### src/rtl/goal_floor.sv
// Elevator goal-floor selector.
// While the car is stopped at a valid floor with at least one request lamp lit,
// the next goal floor is chosen and registered on gf. Otherwise the previous goal is held.
module goal_floor #(
   parameter logic [1:0] labelF1 = 2'b00,
   parameter logic [1:0] labelF2 = 2'b01,
   parameter logic [1:0] labelF3 = 2'b10
) (
   input  logic       clk,
   input  logic       rst_n,
   input  logic [1:0] floor,
   input  logic       led1,
   input  logic       led2,
   input  logic       led3,
   input  logic       moving,
   output logic [1:0] gf
);

   // Floor position 1..3; 0 marks a code that matches none of the labels.
   // Positions are used for distance so that non-default label codes work.
   function automatic logic [1:0] floor_index(input logic [1:0] code);
      logic [1:0] idx;
      idx = 2'd0;
      if (code == labelF1)
         idx = 2'd1;
      else if (code == labelF2)
         idx = 2'd2;
      else if (code == labelF3)
         idx = 2'd3;
      return idx;
   endfunction

   // Pick the target position: the current floor first, then the nearest lit floor.
   // At F2 with F1 and F3 both lit, the lower floor wins the tie.
   // The caller guarantees that at least one lamp is lit.
   function automatic logic [1:0] select_index(input logic [1:0] idx,
                                               input logic       l1,
                                               input logic       l2,
                                               input logic       l3);
      logic [1:0] sel;
      sel = idx;
      case (idx)
         2'd1:    sel = l1 ? 2'd1 : (l2 ? 2'd2 : 2'd3);
         2'd2:    sel = l2 ? 2'd2 : (l1 ? 2'd1 : 2'd3);
         2'd3:    sel = l3 ? 2'd3 : (l2 ? 2'd2 : 2'd1);
         default: sel = idx;
      endcase
      return sel;
   endfunction

   // Map a floor position back to its label code.
   function automatic logic [1:0] index_label(input logic [1:0] idx);
      logic [1:0] lbl;
      case (idx)
         2'd2:    lbl = labelF2;
         2'd3:    lbl = labelF3;
         default: lbl = labelF1;
      endcase
      return lbl;
   endfunction

   logic [1:0] cur_idx;
   logic       decide;
   logic [1:0] gf_next;

   // Next-goal computation: hold unless stopped at a valid floor with a lamp lit.
   always_comb begin
      cur_idx = floor_index(floor);
      decide  = !moving && (cur_idx != 2'd0) && (led1 || led2 || led3);
      gf_next = gf;
      if (decide)
         gf_next = index_label(select_index(cur_idx, led1, led2, led3));
   end

   // Goal register: asynchronous reset to floor 1, otherwise loads the next goal each edge.
   always_ff @(posedge clk or negedge rst_n) begin
      if (!rst_n)
         gf <= labelF1;
      else
         gf <= gf_next;
   end

endmodule

### config.mk
export PLATFORM = sky130hd
export DESIGN_NAME = goal_floor
export DESIGN_NICKNAME = d
export VERILOG_FILES = /design/src/rtl/goal_floor.sv
export SDC_FILE = /design/constraint.sdc
export NUM_CORES = 1
export LEC_CHECK = 0
export CORE_AREA = 2 2 39 41
export DETAILED_ROUTE_END_ITERATION = 6
export DIE_AREA = 0 0 41 43
export MAX_ROUTING_LAYER = met4
export REMOVE_ABC_BUFFERS = 1
export SYNTH_ARGS = -nofsm -noshare
export SYNTH_HDL_FRONTEND = slang
export SYNTH_SLANG_ARGS = --single-unit
### constraint.sdc
create_clock -name clk -period 1.1 [get_ports clk]
set_input_delay 0.11 -clock clk [delete_from_list [all_inputs] [get_ports clk]]
set_output_delay 0.11 -clock clk [all_outputs]
set_load 0.02 [all_outputs]
# ---- Yosys cells after proc, flatten, opt, wreduce, memory -nomap -nowiden
# Index checks and enable logic that the tools add are counted.
dict set report classes {
  mux 12
  reduce_logical 7
  eq_ne 7
}
# operator count
set ops {}
lappend ops {{$mux W2} 9}
lappend ops {{$eq A2 B2 Y1 const B} 5}
lappend ops {{$pmux W2 S3} 1}
lappend ops {{$eq A2 B1 Y1 const B} 2}
lappend ops {{$pmux W2 S2} 1}
lappend ops {{$logic_and A1 B1 Y1} 2}
lappend ops {{$logic_not A2 Y1} 1}
lappend ops {{$logic_or A1 B1 Y1} 2}
lappend ops {{$reduce_bool A2 Y1} 1}
lappend ops {{$logic_not A1 Y1} 1}
lappend ops {{$mux W1} 1}
dict set report word_totals {
  regBits 2
  inputBits 8
}

# ---- Logic depth before layout (Yosys ltp)
dict set report depth {
  depth_word 10
  depth_mapped 6
}

# ---- Worst setup path before layout
# Ideal clock, no wire load.
dict set report synth_timing {
  kind {input to register}
  start {input port floor[0]}
  end {register gf[1]}
  arrival_time_ps 1094
  n_path_buf 0
  cell_stages 4
  required_time_ps 1026
  slack_ps -68
  cell_sequence {ha_1 > or3_4 > a311o_1 > o21ai_2}
}
dict set report synth_via {
  elab_chain_len 9
  elab_cells_between_ends 17
  cone_classes {eq/ne (7); mux (6); reduce/logical (4)}
}
# item line
set synth_lines {}
lappend synth_lines {{from (decl)} 11} ;# input logic [1:0] floor,
lappend synth_lines {{$eq A2 B2 Y1} 28} ;# else if (code == labelF3)
lappend synth_lines {{$mux W2} 28}
lappend synth_lines {{$mux W2} 26} ;# else if (code == labelF2)
lappend synth_lines {{$mux W2 *} 24} ;# if (code == labelF1)
lappend synth_lines {{$eq A2 B2 Y1 or $eq A2 B1 Y1 (tied branches)} 42} ;# case (idx)
lappend synth_lines {{$pmux W2 S3} 42}
lappend synth_lines {{$mux W2} 71} ;# if (decide)
lappend synth_lines {{$eq A2 B2 Y1} 54} ;# case (idx)
lappend synth_lines {{$pmux W2 S2} 54}
lappend synth_lines {{to (signal assigned)} 78} ;# gf <= labelF1;
lappend synth_lines {{to (signal assigned)} 80} ;# gf <= gf_next;
lappend synth_lines {{to (decl)} 16} ;# output logic [1:0] gf
# Mark *: on every way between the ends. The rest lies on a longest branch, timed or not. The select of a mux whose other input is x is not followed.
# A chain may end at the register's enable or synchronous reset.

# ---- Worst setup path in the final report
# Ends and elaborated chain as after synthesis.

==> flow_metrics.py <==
metrics = {
    "outcome": {
        "status": "complete, no violations",
    },
    "timing": {
        "achievable-frequency_ghz": 0.931,
        "finalCritPeriodShare_pct": 97.7,
        "setup_violations": 0,
        "fin_worst_skew_ns": 0,
        "tns_ns": 0,
        "tightestPinTransition_ns": 0.204,
        "final-max-slew-violation-count": 0,
        "finalHoldViolations": 0,
        "max-slew-margin-rel_pct": 86.4,
        "min_period_ns": 1.07,
    },
    "routing": {
        "post-route-drc-count": 0,
        "dr.pass1.iters": 1,
        "initialDrtViolationCount": 0,
        "routed_via_density": 4.39,
        "totalWireLength_um": 589,
        "routedWlPerCell_um": 9.66,
        "route.antenna.remaining_nets": 0,
        "vias": 268,
    },
    "synth": {
        "synth.ff_latch_count": 2,
        "postSynthCellCount": 29,
        "synthXorXnorAreaFrac_pct": 0,
        "synth-edff-count": 0,
        "synth.area.mux_share_pct": 0,
        "post_synth_most_frequent_cells": "sky130_fd_sc_hd__ha_1, sky130_fd_sc_hd__inv_1",
        "post_synth_instance_area_um2": 253,
        "yosysTopAreaCellShare_pct": 29.7,
        "yosysMostFrequentCell": "sky130_fd_sc_hd__ha_1",
        "synth_sequential_area_ratio_pct": 19.8,
        "postSynth.topFlopCell": "sky130_fd_sc_hd__dfrtp_1",
        "synthTopCellsByArea": "sky130_fd_sc_hd__ha_1, sky130_fd_sc_hd__dfrtp_1, sky130_fd_sc_hd__inv_1, sky130_fd_sc_hd__or3_4, sky130_fd_sc_hd__a21oi_1",
        "synthArstFlopShare_pct": 100,
        "synthesis.area_per_instance_um2": 8.72,
        "synth_compound_area_share_pct": 28.2,
        "synthDistinctLibCells": 17,
        "synthSimpleGateAreaFrac_pct": 17.8,
        "synthAdderAreaFrac_pct": 29.7,
        "synth_warnings": 0,
        "synth_top_family_by_area": "adder cells",
        "synth_largest_area_cell": "sky130_fd_sc_hd__ha_1",
    },
    "placed_design": {
        "place.detailed.instances": 57,
        "detailed_place.area_um2": 385,
        "finalWeightedCongestion": 0.672,
        "place.port_buffers": 9,
    },
    "clock_network": {
        "cts-root-to-sink-buffers": 2,
        "num_cts_buffers": 3,
        "cts_tree": "yes",
        "holdBufCountCts": 0,
        "worst_setup_hold_path_clk_slew_ns": 0.03,
        "cts_htree_levels": 1,
        "ctsRootBufferMaster": "sky130_fd_sc_hd__clkbuf_4",
        "clock_sink_count": 2,
        "clock_insertion_delay_at_the_later_pin_of_the_skew_report_ns": 0.22,
    },
    "finish": {
        "biggestRegsByFlops": "gf x2",
        "stdcell_area_um2": 482,
        "post_layout_instance_count_excluding_filler_cells": 61,
        "finalNetCount": 61,
        "final_core_util_pct": 34.8,
        "number_of_flip_flops_in_the_largest_register": 2,
        "registers.top_by_ff_count": "gf",
        "syn2layout_area_growth_pct": 90.6,
        "antenna_cells": 0,
        "layout-drive-gt1-share_pct": 44.4,
    },
    "pwr": {
        "switchingPower_mw": 0.119,
        "seq_power_share_pct": 22.2,
        "p_total_mw": 0.411,
        "power-per-cell-area_nw_per_um2": 854,
        "intPower_mw": 0.292,
        "ir_drop_uv": 254,
        "power.switching_fraction_pct": 29.0,
        "clock_network_power_share_pct": 38.3,
        "power.static_leakage_nw": 0.215,
        "share_comb_of_total_power_pct": 39.6,
    },
    "floorplanning": {
        "placeableCoreArea_um2": 1380,
        "dieWidth_um": 41,
        "design.portCount": 10,
        "fp.dieArea_um2": 1760,
        "start_util_pct": 18.3,
        "std_cell_rows": 14,
        "dieHeight_um": 43,
    },
    "flow_run": {
        "timing.max_cap.violations": 0,
    },
    "global_routing": {
        "grt_antenna_before_repair": 0,
        "grt.total_usage_pct": 8.42,
        "grt_start_max_net_pins": 6,
        "wire_length_of_the_first_global_routing_pass_um": 931,
        "first_global_vias": 248,
        "global_route.overflow_total": 0,
    },
    "critical_path": {
        "cp.required_ns": 1.25,
        "type_of_destination_of_the_critical_path": "flop",
        "setup.worst_path.start_class": "primary input",
        "critical_path.max_fanout": 4,
        "critical_path_class": "primary input to flop",
        "critical_path_arrival_ns": 1.22,
    },
    "worst_hold_path": {
        "hold_path_class": "primary input to async pin",
    },
}
per-stage QoR:
stage | setup slack, ns | hold WS, ns
2_1_floorplan | -0.0683 | -0.186
3_3_place_gp | -0.640 | 0.283
3_5_place_dp | -0.664 | 0.288
4_1_cts | -0.0562 | 0.0587
5_1_grt | -0.00402 | 0.0669
6_report | 0.0257 | 0.0575
metal layers:
layer  share of wire (%)  global-route usage (%)  up-vias
met2                  51                    12.8        9
met4                 1.5                    8.00        0
met5                   0                       -        -
met3                  10                    1.57        2
met1                  37                    8.31      119
li1                    -                       -      138
what timing repair did:
item                                   in CTS  in global routing
setup endpoints to repair                   4                  2
pin swaps                                   4                  4
setup buffers                               0                  1
endpoints found under the hold margin       0                  0
resized for setup                          26                 14
cell usage in the layout (no fill, tap or decap), types with 2 or more instances in the layout:
cell type | netlist | layout
sky130_fd_sc_hd__nand2_1 | 2 | 2
sky130_fd_sc_hd__dlygate4sd2_1 | 0 | 4
sky130_fd_sc_hd__ha_4 | 0 | 4
sky130_fd_sc_hd__buf_4 | 0 | 4
sky130_fd_sc_hd__dfrtp_1 | 2 | 2
sky130_fd_sc_hd__ha_1 | 6 | 2
sky130_fd_sc_hd__o21ai_1 | 0 | 2
sky130_fd_sc_hd__clkbuf_4 | 0 | 3
sky130_fd_sc_hd__a21oi_1 | 2 | 2
sky130_fd_sc_hd__nor2_1 | 2 | 2
critical path, cell delays in order:
cell                      delay, ns
sky130_fd_sc_hd__buf_8         0.11
sky130_fd_sc_hd__ha_4          0.15
sky130_fd_sc_hd__or3_4         0.38
sky130_fd_sc_hd__a311o_1       0.34
sky130_fd_sc_hd__o21ai_2       0.13
power groups by stage:
| stage | combinational [mW] | sequential (mW) | clock, mW |
|---|---|---|---|
| CTS | 0.149 | 0.0915 | 0.163 |
| detailed placement | 0.148 | 0.0927 | 0 |
| global placement | 0.147 | 0.0927 | 0 |
| floorplan | 0.0554 | 0.107 | 0 |
| finish | 0.163 | 0.0912 | 0.158 |
| global route | 0.181 | 0.0928 | 0.171 |
path summary, 6_finish.rpt:
check                              to      from  depth (start not counted)  slack, ns
min in group clk                gf[1]    moving                          4       0.26
worst max register to register  gf[0]     gf[0]                          1       0.39
worst min register to register  gf[1]     gf[1]                          2       0.48
worst min-delay path            gf[0]     rst_n                          1       0.06
worst max-delay path            gf[1]  floor[0]                          5       0.03
max in group asynchronous       gf[1]     rst_n                          1       0.92
layout make-up:
cell class | instances | area (um2)
fill | 150 | 902
timing repair buffer | 13 | 128
sequential | 2 | 50.0
clock buffer | 3 | 22.5
multi-input combinational | 24 | 248
tap | 16 | 20.0
inverter | 3 | 13.8
cell families (layout without fill, tap and decap cells):
group | count (synthesis) | after routing
flip-flops | 2 | 2
buffers and inverters | 3 | 19
adder cells (fa/ha/maj) | 6 | 6
AND/OR/NAND/NOR | 8 | 8
AO/OA/AOI/OAI | 10 | 10
Note: power is estimated with default switching activity, not from simulation.
